### src/rtl/display_scan_ctrl_if.sv
// rtl/display_scan_ctrl_if.sv - display scan controller signal bundle
// Inputs come from the host side (master), outputs drive the LED digit matrix.
interface display_scan_ctrl_if;
  logic [15:0] digits;
  logic [3:0]  blink_en;
  logic [3:0]  dp_en;
  logic        disp_en;
  logic [3:0]  anode;
  logic [3:0]  bcd_out;
  logic        dp;
  logic [1:0]  digit_sel;

  modport master (
    output digits, blink_en, dp_en, disp_en,
    input  anode, bcd_out, dp, digit_sel
  );

  modport slave (
    input  digits, blink_en, dp_en, disp_en,
    output anode, bcd_out, dp, digit_sel
  );
endinterface

### src/rtl/display_scan_ctrl.sv
// rtl/display_scan_ctrl.sv - four-digit multiplexed seven-segment scan controller
// Outputs are registered from the pre-edge scan slot, so they lag digit_sel by one cycle.
module display_scan_ctrl #(
  parameter int REFRESH_DIV  = 100000,
  parameter int BLINK_FRAMES = 125
) (
  input  logic                clk,
  input  logic                rst_n,
  display_scan_ctrl_if.slave  bus
);

  localparam int PW = $clog2(REFRESH_DIV);
  localparam int FW = (BLINK_FRAMES > 1) ? $clog2(BLINK_FRAMES) : 1;

  typedef enum logic [1:0] {SLOT0 = 2'd0, SLOT1 = 2'd1, SLOT2 = 2'd2, SLOT3 = 2'd3} slot_t;

  slot_t         scan_state;
  slot_t         scan_next;
  logic [PW-1:0] presc;
  logic [FW-1:0] frame_cnt;
  logic          blink_phase;
  logic          slot_tick;
  logic          frame_done;

  logic [3:0]    anode_d;
  logic [3:0]    bcd_d;
  logic          dp_d;
  logic          blank;

  logic [3:0]    anode_q;
  logic [3:0]    bcd_q;
  logic          dp_q;

  assign slot_tick  = (presc == PW'(REFRESH_DIV - 1));
  assign frame_done = slot_tick && (scan_state == SLOT3);

  // Timing chain keeps running regardless of disp_en so blanking never shifts the scan.
  always_ff @(posedge clk) begin
    if (!rst_n) begin
      presc       <= '0;
      frame_cnt   <= '0;
      blink_phase <= 1'b0;
    end else begin
      presc <= slot_tick ? '0 : presc + 1'b1;
      if (frame_done) begin
        if (frame_cnt == FW'(BLINK_FRAMES - 1)) begin
          frame_cnt   <= '0;
          blink_phase <= ~blink_phase;
        end else begin
          frame_cnt <= frame_cnt + 1'b1;
        end
      end
    end
  end

  always_ff @(posedge clk) begin
    if (!rst_n) begin
      scan_state <= SLOT0;
    end else begin
      scan_state <= scan_next;
    end
  end

  always_comb begin
    scan_next = scan_state;
    if (slot_tick) begin
      unique case (scan_state)
        SLOT0:   scan_next = SLOT1;
        SLOT1:   scan_next = SLOT2;
        SLOT2:   scan_next = SLOT3;
        default: scan_next = SLOT0;
      endcase
    end
  end

  always_comb begin
    blank   = !bus.disp_en || (bus.blink_en[scan_state] && blink_phase);
    anode_d = blank ? 4'b1111 : ~(4'b0001 << scan_state);
    bcd_d   = bus.digits[{scan_state, 2'b00} +: 4];
    dp_d    = blank | ~bus.dp_en[scan_state];
  end

  always_ff @(posedge clk) begin
    if (!rst_n) begin
      anode_q <= 4'b1111;
      bcd_q   <= 4'h0;
      dp_q    <= 1'b1;
    end else begin
      anode_q <= anode_d;
      bcd_q   <= bcd_d;
      dp_q    <= dp_d;
    end
  end

  assign bus.anode     = anode_q;
  assign bus.bcd_out   = bcd_q;
  assign bus.dp        = dp_q;
  assign bus.digit_sel = scan_state;

endmodule
### src/flat_wrapper.sv
// flat-port wrapper written by rule: the top's interface ports become plain ports
module display_scan_ctrl_flat 
#(
  parameter int REFRESH_DIV  = 100000,
  parameter int BLINK_FRAMES = 125
)
  (clk, rst_n, bus_digits, bus_blink_en, bus_dp_en, bus_disp_en, bus_anode, bus_bcd_out, bus_dp, bus_digit_sel);
  display_scan_ctrl_if bus_i ();
  input  logic clk;
  input  logic rst_n;
  input wire logic [$bits(bus_i.digits)-1:0] bus_digits;
  input wire logic [$bits(bus_i.blink_en)-1:0] bus_blink_en;
  input wire logic [$bits(bus_i.dp_en)-1:0] bus_dp_en;
  input wire logic [$bits(bus_i.disp_en)-1:0] bus_disp_en;
  output wire logic [$bits(bus_i.anode)-1:0] bus_anode;
  output wire logic [$bits(bus_i.bcd_out)-1:0] bus_bcd_out;
  output wire logic [$bits(bus_i.dp)-1:0] bus_dp;
  output wire logic [$bits(bus_i.digit_sel)-1:0] bus_digit_sel;
  assign bus_i.digits = bus_digits;
  assign bus_i.blink_en = bus_blink_en;
  assign bus_i.dp_en = bus_dp_en;
  assign bus_i.disp_en = bus_disp_en;
  assign bus_anode = bus_i.anode;
  assign bus_bcd_out = bus_i.bcd_out;
  assign bus_dp = bus_i.dp;
  assign bus_digit_sel = bus_i.digit_sel;
  display_scan_ctrl #(.REFRESH_DIV(REFRESH_DIV), .BLINK_FRAMES(BLINK_FRAMES)) u_core (.clk(clk), .rst_n(rst_n), .bus(bus_i));
endmodule
### config.mk
export PLATFORM = sky130hd
export DESIGN_NAME = display_scan_ctrl_flat
export DESIGN_NICKNAME = d
export VERILOG_FILES = /design/src/rtl/display_scan_ctrl_if.sv /design/src/rtl/display_scan_ctrl.sv /design/src/flat_wrapper.sv
export SDC_FILE = /design/constraint.sdc
export NUM_CORES = 1
export LEC_CHECK = 0
export CELL_PAD_IN_SITES_DETAIL_PLACEMENT = 1
export CELL_PAD_IN_SITES_GLOBAL_PLACEMENT = 1
export CORE_MARGIN = 3
export CORE_UTILIZATION = 35
export CTS_CLUSTER_SIZE = 10
export DETAILED_ROUTE_END_ITERATION = 8
export PLACE_DENSITY_LB_ADDON = 0.1
export SKIP_LAST_GASP = 1
export SLEW_MARGIN = 20
export SYNTH_ARGS = -nofsm -noshare
export SYNTH_HDL_FRONTEND = slang
export SYNTH_SLANG_ARGS = --single-unit
### constraint.sdc
create_clock -name clk -period 1.7 [get_ports clk]
set_input_delay 0.255 -clock clk [delete_from_list [all_inputs] [get_ports clk]]
set_output_delay 0.255 -clock clk [all_outputs]
set_load 0.03 [all_outputs]
# ---- Word level (Yosys, flattened, before mapping)
# Index checks and enable logic that the tools add are counted.
# W data, S select, Z words.
dict set report totals {
  output_inout_bits 11
  input_bits 27
  reg_bits 36
}
dict set report op_classes {
  reduce_logical 8
  magnitude_cmp 1
  add_sub_neg 2
  bitwise_logic 5
  eq_ne 5
  mux 6
  shift 2
}
# op n
set op_table {}
lappend op_table {{$add A17 B1 Y17 const B} 1}
lappend op_table {{$eq A17 B17 Y1 const B} 1}
lappend op_table {{$shiftx A16 B5 Y4} 1}
lappend op_table {{$add A7 B1 Y7 const B} 1}
lappend op_table {{$eq A7 B7 Y1 const B} 1}
lappend op_table {{$mux W7} 1}
lappend op_table {{$pmux W2 S3} 1}
lappend op_table {{$bmux W1 S2} 2}
lappend op_table {{$eq A2 B2 Y1 const B} 2}
lappend op_table {{$not A4 Y4} 1}
lappend op_table {{$reduce_or A2 Y1} 2}
lappend op_table {{$shl A1 B2 Y4 const A} 1}
lappend op_table {{$lt A2 B3 Y1 const B} 1}
lappend op_table {{$not A1 Y1} 3}
lappend op_table {{$eq A2 B1 Y1 const B} 1}
lappend op_table {{$logic_and A1 B1 Y1} 2}
lappend op_table {{$logic_not A2 Y1} 1}
lappend op_table {{$mux W1} 2}
lappend op_table {{$reduce_and A2 Y1} 1}
lappend op_table {{$logic_not A1 Y1} 1}
lappend op_table {{$logic_or A1 B1 Y1} 1}
lappend op_table {{$or A1 B1 Y1} 1}

# ---- Longest topological paths before layout
# Gate-level depths: netlist of the first run.
dict set report logic_depth {
  depth_word 5
  ltp_mapped 7
}

# ---- Worst setup path after synthesis of the first run
# No wires, ideal clock.
dict set report synth_path {
  path_type {register to register}
  startpoint {reg u_core.scan_state[0] (netlist: u_core.bus.digit_sel[0])}
  endpoint {reg u_core.anode_q[0] (netlist: u_core.bus.anode[0])}
  setup_time_ns 0.125
  required_ns 1.575
  synth_period_minus_slack_ns 1.796
  stages_incl_launch_ff 5
  arrival_time_ns 1.670
  path_slack_ns -0.096
  path_cell_list {dfxtp_1 -> buf_2 -> mux4_2 -> a21oi_1 -> nand2_1}
}
dict set report synth_between {
  elab_chain_cells 5
  word_cells_on_any_way 7
  cone_classes {shift: 1; mux: 2; bitwise: 1; reduce/logical: 3}
}
# element line_no
set synth_lines {}
lappend synth_lines {{from (decl)} display_scan_ctrl.sv:17} ;# slot_t scan_state;
lappend synth_lines {{from (signal assigned)} display_scan_ctrl.sv:60} ;# scan_state <= scan_next;
lappend synth_lines {{$bmux W1 S2} display_scan_ctrl.sv:77} ;# blank = !bus.disp_en || (bus.blink_en[scan_state] && blink_phase);
lappend synth_lines {{$mux W1 (implied by the code)} display_scan_ctrl.sv:77}
lappend synth_lines {{$logic_and A1 B1 Y1} display_scan_ctrl.sv:77}
lappend synth_lines {{$logic_or A1 B1 Y1} display_scan_ctrl.sv:77}
lappend synth_lines {{$reduce_or A2 Y1 (no source line)} -}
lappend synth_lines {{to (signal assigned)} display_scan_ctrl.sv:89} ;# anode_q <= anode_d;
lappend synth_lines {{to (decl)} display_scan_ctrl.sv:30} ;# logic [3:0] anode_q;
# Parallel ways exist; a longest one is shown, timed or not. The select of a mux whose other input is x is not followed.
# A chain may end at the register's enable or synchronous reset.

# ---- Final worst setup path of the first run
dict set report layout_path {
  startpoint {reg u_core.presc[11]}
  endpoint {reg u_core.frame_cnt[2]}
}
dict set report layout_between {
  elab_chain_cells 2
}
# element line_no
set layout_lines {}
lappend layout_lines {{from (decl)} display_scan_ctrl.sv:19} ;# logic [PW-1:0] presc;
lappend layout_lines {{from (signal assigned)} display_scan_ctrl.sv:44} ;# presc <= slot_tick ? '0 : presc + 1'b1;
lappend layout_lines {{$eq A17 B17 Y1} display_scan_ctrl.sv:34} ;# assign slot_tick = (presc == PW'(REFRESH_DIV - 1));
lappend layout_lines {{$logic_and A1 B1 Y1} display_scan_ctrl.sv:35} ;# assign frame_done = slot_tick && (scan_state == SLOT3);
lappend layout_lines {{to (signal assigned)} display_scan_ctrl.sv:50} ;# frame_cnt <= frame_cnt + 1'b1;
lappend layout_lines {{to (decl)} display_scan_ctrl.sv:20} ;# logic [FW-1:0] frame_cnt;
# Every way passes these cells.

==> flow_metrics.tcl, run 1 <==
set metrics [dict create \
    nets 280 \
    peakVddDrop_mv 0.3699 \
    first_pass_iters 4 \
    dp_cells 305 \
    cts_setup_buffers 0 \
    area_delta_synth_final_pct 38.48 \
    crit_fanout 7 \
    reg2reg_slack_ps 70 \
    die_w_um 78.00 \
    maxSlewViolCount 0 \
    grt_max_degree 17 \
    grt_pass1_wl_um 8245 \
    drtIter0Drc 49 \
    finalHoldWorstSlack_ps 513.7 \
    syn_nets 220 \
    cts_inserted_buffers 5 \
    final_hold_viol_count 0 \
    ios 38 \
    synth_seq_cells 36 \
    clock_sinks 36 \
    hold_end "u_core.blink_phase" \
    n_antenna_cell 0 \
    cp.arrival_ps 1860 \
    worst_slew_pin_slew_ps 395.6 \
    clk_latency_ps 290 \
    fin_cells 314 \
    drv_cap 0 \
    min_delay_path_depth 2 \
    layout_common_cells "clkdlybuf4s50_1, dfxtp_1, buf_4" \
    grt.total_usage_pct 17.24 \
    rr_startpoint "u_core.presc[11]" \
    regArea_um2 723.2 \
    initial_core_util_pct 37.18 \
    status "completed" \
    io_buffers 37 \
    min_period_over_period_pct 95.97 \
    yosysWarnings 0 \
    core.rowCount 25 \
    async_flop_share_pct 0 \
    relSlewSlack_pct 73.43 \
    fillers 592 \
    worstPathRequired_ps 1930 \
    routed_wl_um 5004 \
    worstReg2RegEnd "u_core.frame_cnt[2]" \
    clk_pin_slew_ps 70 \
    cts_tree "built" \
    final.min_clock_period_ps 1631 \
    multi_input_comb_area_um2 1010 \
    dieArea_um2 6083 \
    hp-class "flip-flop to flip-flop" \
    synth_area_um2 1814 \
    p_leak_nw 0.9168 \
    crit_chain "nor4_4 > nand4_4 > or4_1 > nand3_1" \
    hold_buffers 0 \
    reg2reg_depth 4 \
    setup_viol 0 \
    crit_type "flip-flop to flip-flop" \
    fmax_mhz 612.9 \
    ys.flop_type "dfxtp_1" \
    yosysSeqAreaShare_pct 39.72 \
    cp_slowest_stage_delay_ps 510 \
    post-route-util_pct 51.49 \
    min_from "u_core.blink_phase" \
    grt.overflow.total 0 \
    gp_congestion 0.8735 \
    core-area_um2 4880 \
    drive_above_1_share_pct 19.03 \
    die_h_um 78.00 \
    clockRootBuffer "clkbuf_8" \
    num_vias 1612 \
    cts_max_level 2 \
    synthDistinctLibCells 41 \
    syn_inst 186 \
    wl_per_cell_um 15.94 \
    cts.path.max_buffers 2 \
    end_kind "flip-flop" \
    skew_ps 5.988 \
    cp_slowest_cell "or4_1" \
    drc 0 \
    worst_setup_path_start_kind "flip-flop" \
    power_density_nw_per_um2 700.0 \
    antenna_found_initial 0 \
    syn_area_per_cell_um2 9.754 \
    final_common_cell "clkdlybuf4s50_1" \
    hpwl_um 3874 \
    antenna_left 0 \
    synth_edf_count 0 \
    grt_pass1_vias 1721 \
    timing.setup.tns_ps 0 \
    viasPerCell 5.134 \
]
synthesized netlist by cell type, types with 3 or more instances:
cell / number / share of area [%]
and2_1: 4 / 1.4
nand4_1: 7 / 2.4
nor2_1: 20 / 4.1
inv_1: 7 / 1.4
buf_2: 3 / 0.83
clkbuf_8: 3 / 2.3
mux4_2: 6 / 7.4
ha_1: 7 / 4.8
nand3_1: 12 / 3.3
o211ai_1: 4 / 1.7
nor4_1: 4 / 1.4
dfxtp_1: 36 / 40
nand4b_1: 4 / 1.9
o21ai_0: 5 / 1.4
and3_1: 3 / 1.0
xor2_1: 3 / 1.4
xnor2_1: 12 / 5.8
nand2_1: 14 / 2.9
routing by layer:
metal	part of all wire, %	GRT usage (%)
met3	2.9	4.524
met2	54	30.99
met4	1.6	5.594
met1	41	19.71
met5	0	0
report_power, final:
part | internal (mW) | switching [mW]
logic | 0.0982 | 0.0586
clock network | 0.435 | 0.304
registers | 0.857 | 0.00623
total | 1.39 | 0.368
kinds of logic after synthesis:
kind of cell | share of synthesized area [%]
AND/OR/NAND/NOR | 26.41
flip-flops | 39.72
AO/OA/AOI/OAI | 8.414
buffers and inverters | 5.380
XOR/XNOR | 7.242
multiplexers | 8.000
adder cells (fa/ha/maj) | 4.827
registers in the layout, indices dropped and copies added (netlist names):
| signal | flops |
|---|---|
| u_core.bus.anode | 4 |
| u_core.presc | 17 |
| u_core.frame_cnt | 7 |
| u_core.bus.bcd_out | 4 |
| u_core.bus.digit_sel | 2 |
| u_core.blink_phase | 1 |
| u_core.bus.dp | 1 |
final cells by class:
type / instances / area share (%)
clock buffer: 6 / 2.888
multi-input combinational: 135 / 40.19
clock inverter: 2 / 1.394
tap: 67 / 3.337
sequential: 36 / 28.78
inverter: 7 / 1.046
timing repair buffer: 61 / 22.36
repair_timing:
item | 4_1_cts | 5_1_grt
gates resized for setup | 2 | 3
pin swaps | 0 | 2
cloned | 0 | 1
setup endpoints to repair | 2 | 7
hold endpoints to repair | 0 | 0
worst max-delay path, delay by kind of cell (launching register included):
family | cells | cell delay, ps
and+or+nand+nor | 4 | 1240
DFF | 1 | 340
how the worst max path moves through the flow:
stage,from,slack (ps),cells after the start,end
floorplan,u_core.bus.digit_sel[0],40,4,u_core.bus.anode[0]
global placement,u_core.presc[1],80,5,u_core.frame_cnt[2]
detailed placement,u_core.presc[1],30,5,u_core.frame_cnt[4]
CTS,u_core.presc[1],10,5,u_core.frame_cnt[2]
global route,u_core.presc[11],-9,4,u_core.frame_cnt[2]
finish,u_core.presc[11],70,4,u_core.frame_cnt[2]
stage by stage:
stage                     setup slack, ps  total power, mW  area [um2]
after floorplan                     36.91           0.9398        1815
after global placement              84.48            1.034        2391
after detailed placement            29.61            1.040        2391
after CTS                           11.35            1.793        2497
after global routing               -8.960            1.836        2512
final                               68.51            1.759        2512
(Power assumes the default switching activity.)
==> run 2: changes to the inputs <==
--- a/config.mk
+++ b/config.mk
@@ -11,7 +11,8 @@
 export CORE_UTILIZATION = 35
 export CTS_CLUSTER_SIZE = 10
 export DETAILED_ROUTE_END_ITERATION = 8
-export PLACE_DENSITY_LB_ADDON = 0.1
+export PLACE_DENSITY_LB_ADDON = 0.3
+export RECOVER_POWER = 100
 export SKIP_LAST_GASP = 1
 export SLEW_MARGIN = 20
 export SYNTH_ARGS = -nofsm -noshare
==> run 2 against run 1 <==
Worst setup slack better by 47 ps. Via count fell by 0.12%. Maximum frequency grew 3.0%. Worst hold slack better by 11 ps. Critical path depth is 2 higher. Global-route usage shrank 2.2 points. Largest power group unchanged.
==> flow_metrics.tcl, run 2 (synthesized netlist as in run 1, its figures left out) <==
set metrics [dict create \
    power.internal_mw 1.246 \
    cp_slowest_cell "dfxtp_1" \
    die_h_um 78.00 \
    antenna_left 0 \
    clk_pin_slew_ps 90 \
    switching_share_pct 24.68 \
    drive_above_1_share_pct 17.74 \
    layout_common_cells "clkdlybuf4s50_1, dfxtp_1, nor2_1" \
    drtIter0Drc 86 \
    regMostFlops "u_core.presc" \
    worstPathRequired_ps 1890 \
    crit_type "flip-flop to flip-flop" \
    status "completed" \
    hp-class "flip-flop to flip-flop" \
    grt.total_usage_pct 15.05 \
    final.min_clock_period_ps 1584 \
    cts_inserted_buffers 5 \
    grt_max_degree 27 \
    cts_max_level 2 \
    core.rowCount 25 \
    cts.path.max_buffers 2 \
    timing.setup.tns_ps 0 \
    fin_cells 315 \
    cp.arrival_ps 1780 \
    wl_per_cell_um 14.24 \
    cts_tree "built" \
    power_mw 1.654 \
    routed_wl_um 4485 \
    min_period_over_period_pct 93.20 \
    fmax_mhz 631.2 \
    grt.overflow.total 0 \
    rsz0062_at_grt "false" \
    final_area_um2 2492 \
    p_seq_share_pct 52.0 \
    drv_cap 0 \
    worst_setup_path_start_kind "flip-flop" \
    n_antenna_cell 0 \
    power.share.clock_pct 38.4 \
    viasPerCell 5.111 \
    grt_pass1_vias 1649 \
    p_sw_uw 408.3 \
    skew_ps 10.55 \
    relSlewSlack_pct 73.66 \
    hpwl_um 3274 \
    ios 38 \
    crit_fanout 7 \
    maxSlewViolCount 0 \
    initial_core_util_pct 37.18 \
    largest_reg_flops 17 \
    num_vias 1610 \
    gp_congestion 0.7493 \
    dpl_cell_area_um2 2396 \
    peakVddDrop_mv 0.2812 \
    dp_cells 304 \
    final_hold_viol_count 0 \
    first_pass_iters 6 \
    clk_latency_ps 300 \
    io_buffers 37 \
    dieArea_um2 6083 \
    top_regs "u_core.presc x17, u_core.frame_cnt x7" \
    fillers 586 \
    antenna_found_initial 0 \
    area_delta_synth_final_pct 37.38 \
    worst_slew_pin_slew_ps 391.5 \
    nets 281 \
    grt_pass1_wl_um 7314 \
    die_w_um 78.00 \
    cp_slowest_stage_delay_ps 340 \
    core-area_um2 4880 \
    drc 0 \
    clockRootBuffer "clkbuf_8" \
    clock_sinks 36 \
    end_kind "flip-flop" \
    post-route-util_pct 51.08 \
    pwr-share-comb_pct 9.5 \
    p_leak_nw 0.8930 \
    crit_chain "ha_1 > and4_4 > nand4_2 > clkbuf_4 > o211ai_1 > o21ai_0" \
    setup_viol 0 \
    power_density_nw_per_um2 663.8 \
]
run 2: cell count changes in the layout (fill, tap and decap cells not counted), sizes merged:
cell           before  now
clkinvlp            0    2
bufinv              1    0
buf                24   19
clkbuf              6   12
clkdlybuf4s50      36   35
run 2: worst max-delay path, delay by kind of cell (launching register included):
family / cells / cell delay, ps
AND/OR/NAND/NOR: 2 / 500
flip-flops: 1 / 340
AO/OA/AOI/OAI: 2 / 230
buffers and inverters: 1 / 220
adder cells (fa/ha/maj): 1 / 180
run 2: cell type report:
class	count	area, um2	area share [%]
Clock buffer	5	68.82	2.761
Clock inverter	3	23.77	0.9538
Inverter	7	26.28	1.054
Multi-Input combinational cell	135	1010	40.51
Sequential cell	36	721.9	28.97
Tap cell	67	83.83	3.363
Timing Repair Buffer	62	558.0	22.39
run 2: per-stage QoR:
step	setup slack [ps]	hold WS, ps
after detailed placement	25.70	503.7
after floorplan	36.91	429.5
after global placement	66.11	495.4
final	115.6	524.6
after CTS	0.8908	519.7
after global routing	6.763	549.0
run 2: worst paths after layout:
kind                      startpoint                  end  slack, ps  cells after the start
hold reg to reg   u_core.blink_phase   u_core.blink_phase        520                      2
hold / removal    u_core.blink_phase   u_core.blink_phase        520                      2
setup reg to reg     u_core.presc[0]  u_core.frame_cnt[0]        120                      6
setup / recovery     u_core.presc[0]  u_core.frame_cnt[0]        120                      6
run 2: power by group through the flow:
stage          Clock, mW  Combinational (mW)  Sequential, mW
3_5_place_dp           0               0.162           0.881
3_3_place_gp           0               0.158           0.881
5_1_grt            0.690               0.170           0.862
2_1_floorplan          0              0.0422           0.898
6_report           0.635               0.158           0.861
4_1_cts            0.656               0.162           0.861
run 2: per-layer routing:
| metal | GRT usage [%] | vias to the layer above | part of all wire (%) | wire, um |
|---|---|---|---|---|
| li1 | - | 805 | - | - |
| met1 | 17.21 | 753 | 43 | 1940 |
| met2 | 25.68 | 45 | 48 | 2144 |
| met3 | 6.265 | 7 | 7.7 | 347 |
| met4 | 4.196 | 0 | 1.2 | 52 |
| met5 | 0 | - | 0 | 0 |
run 2: repair_timing:
item,in CTS,in global routing
endpoints found under the hold margin,0,0
gates cloned,0,1
hold buffers,0,0
setup buffers,0,2
pin swaps,0,2
gates resized for setup,1,3
setup endpoints to repair,1,9
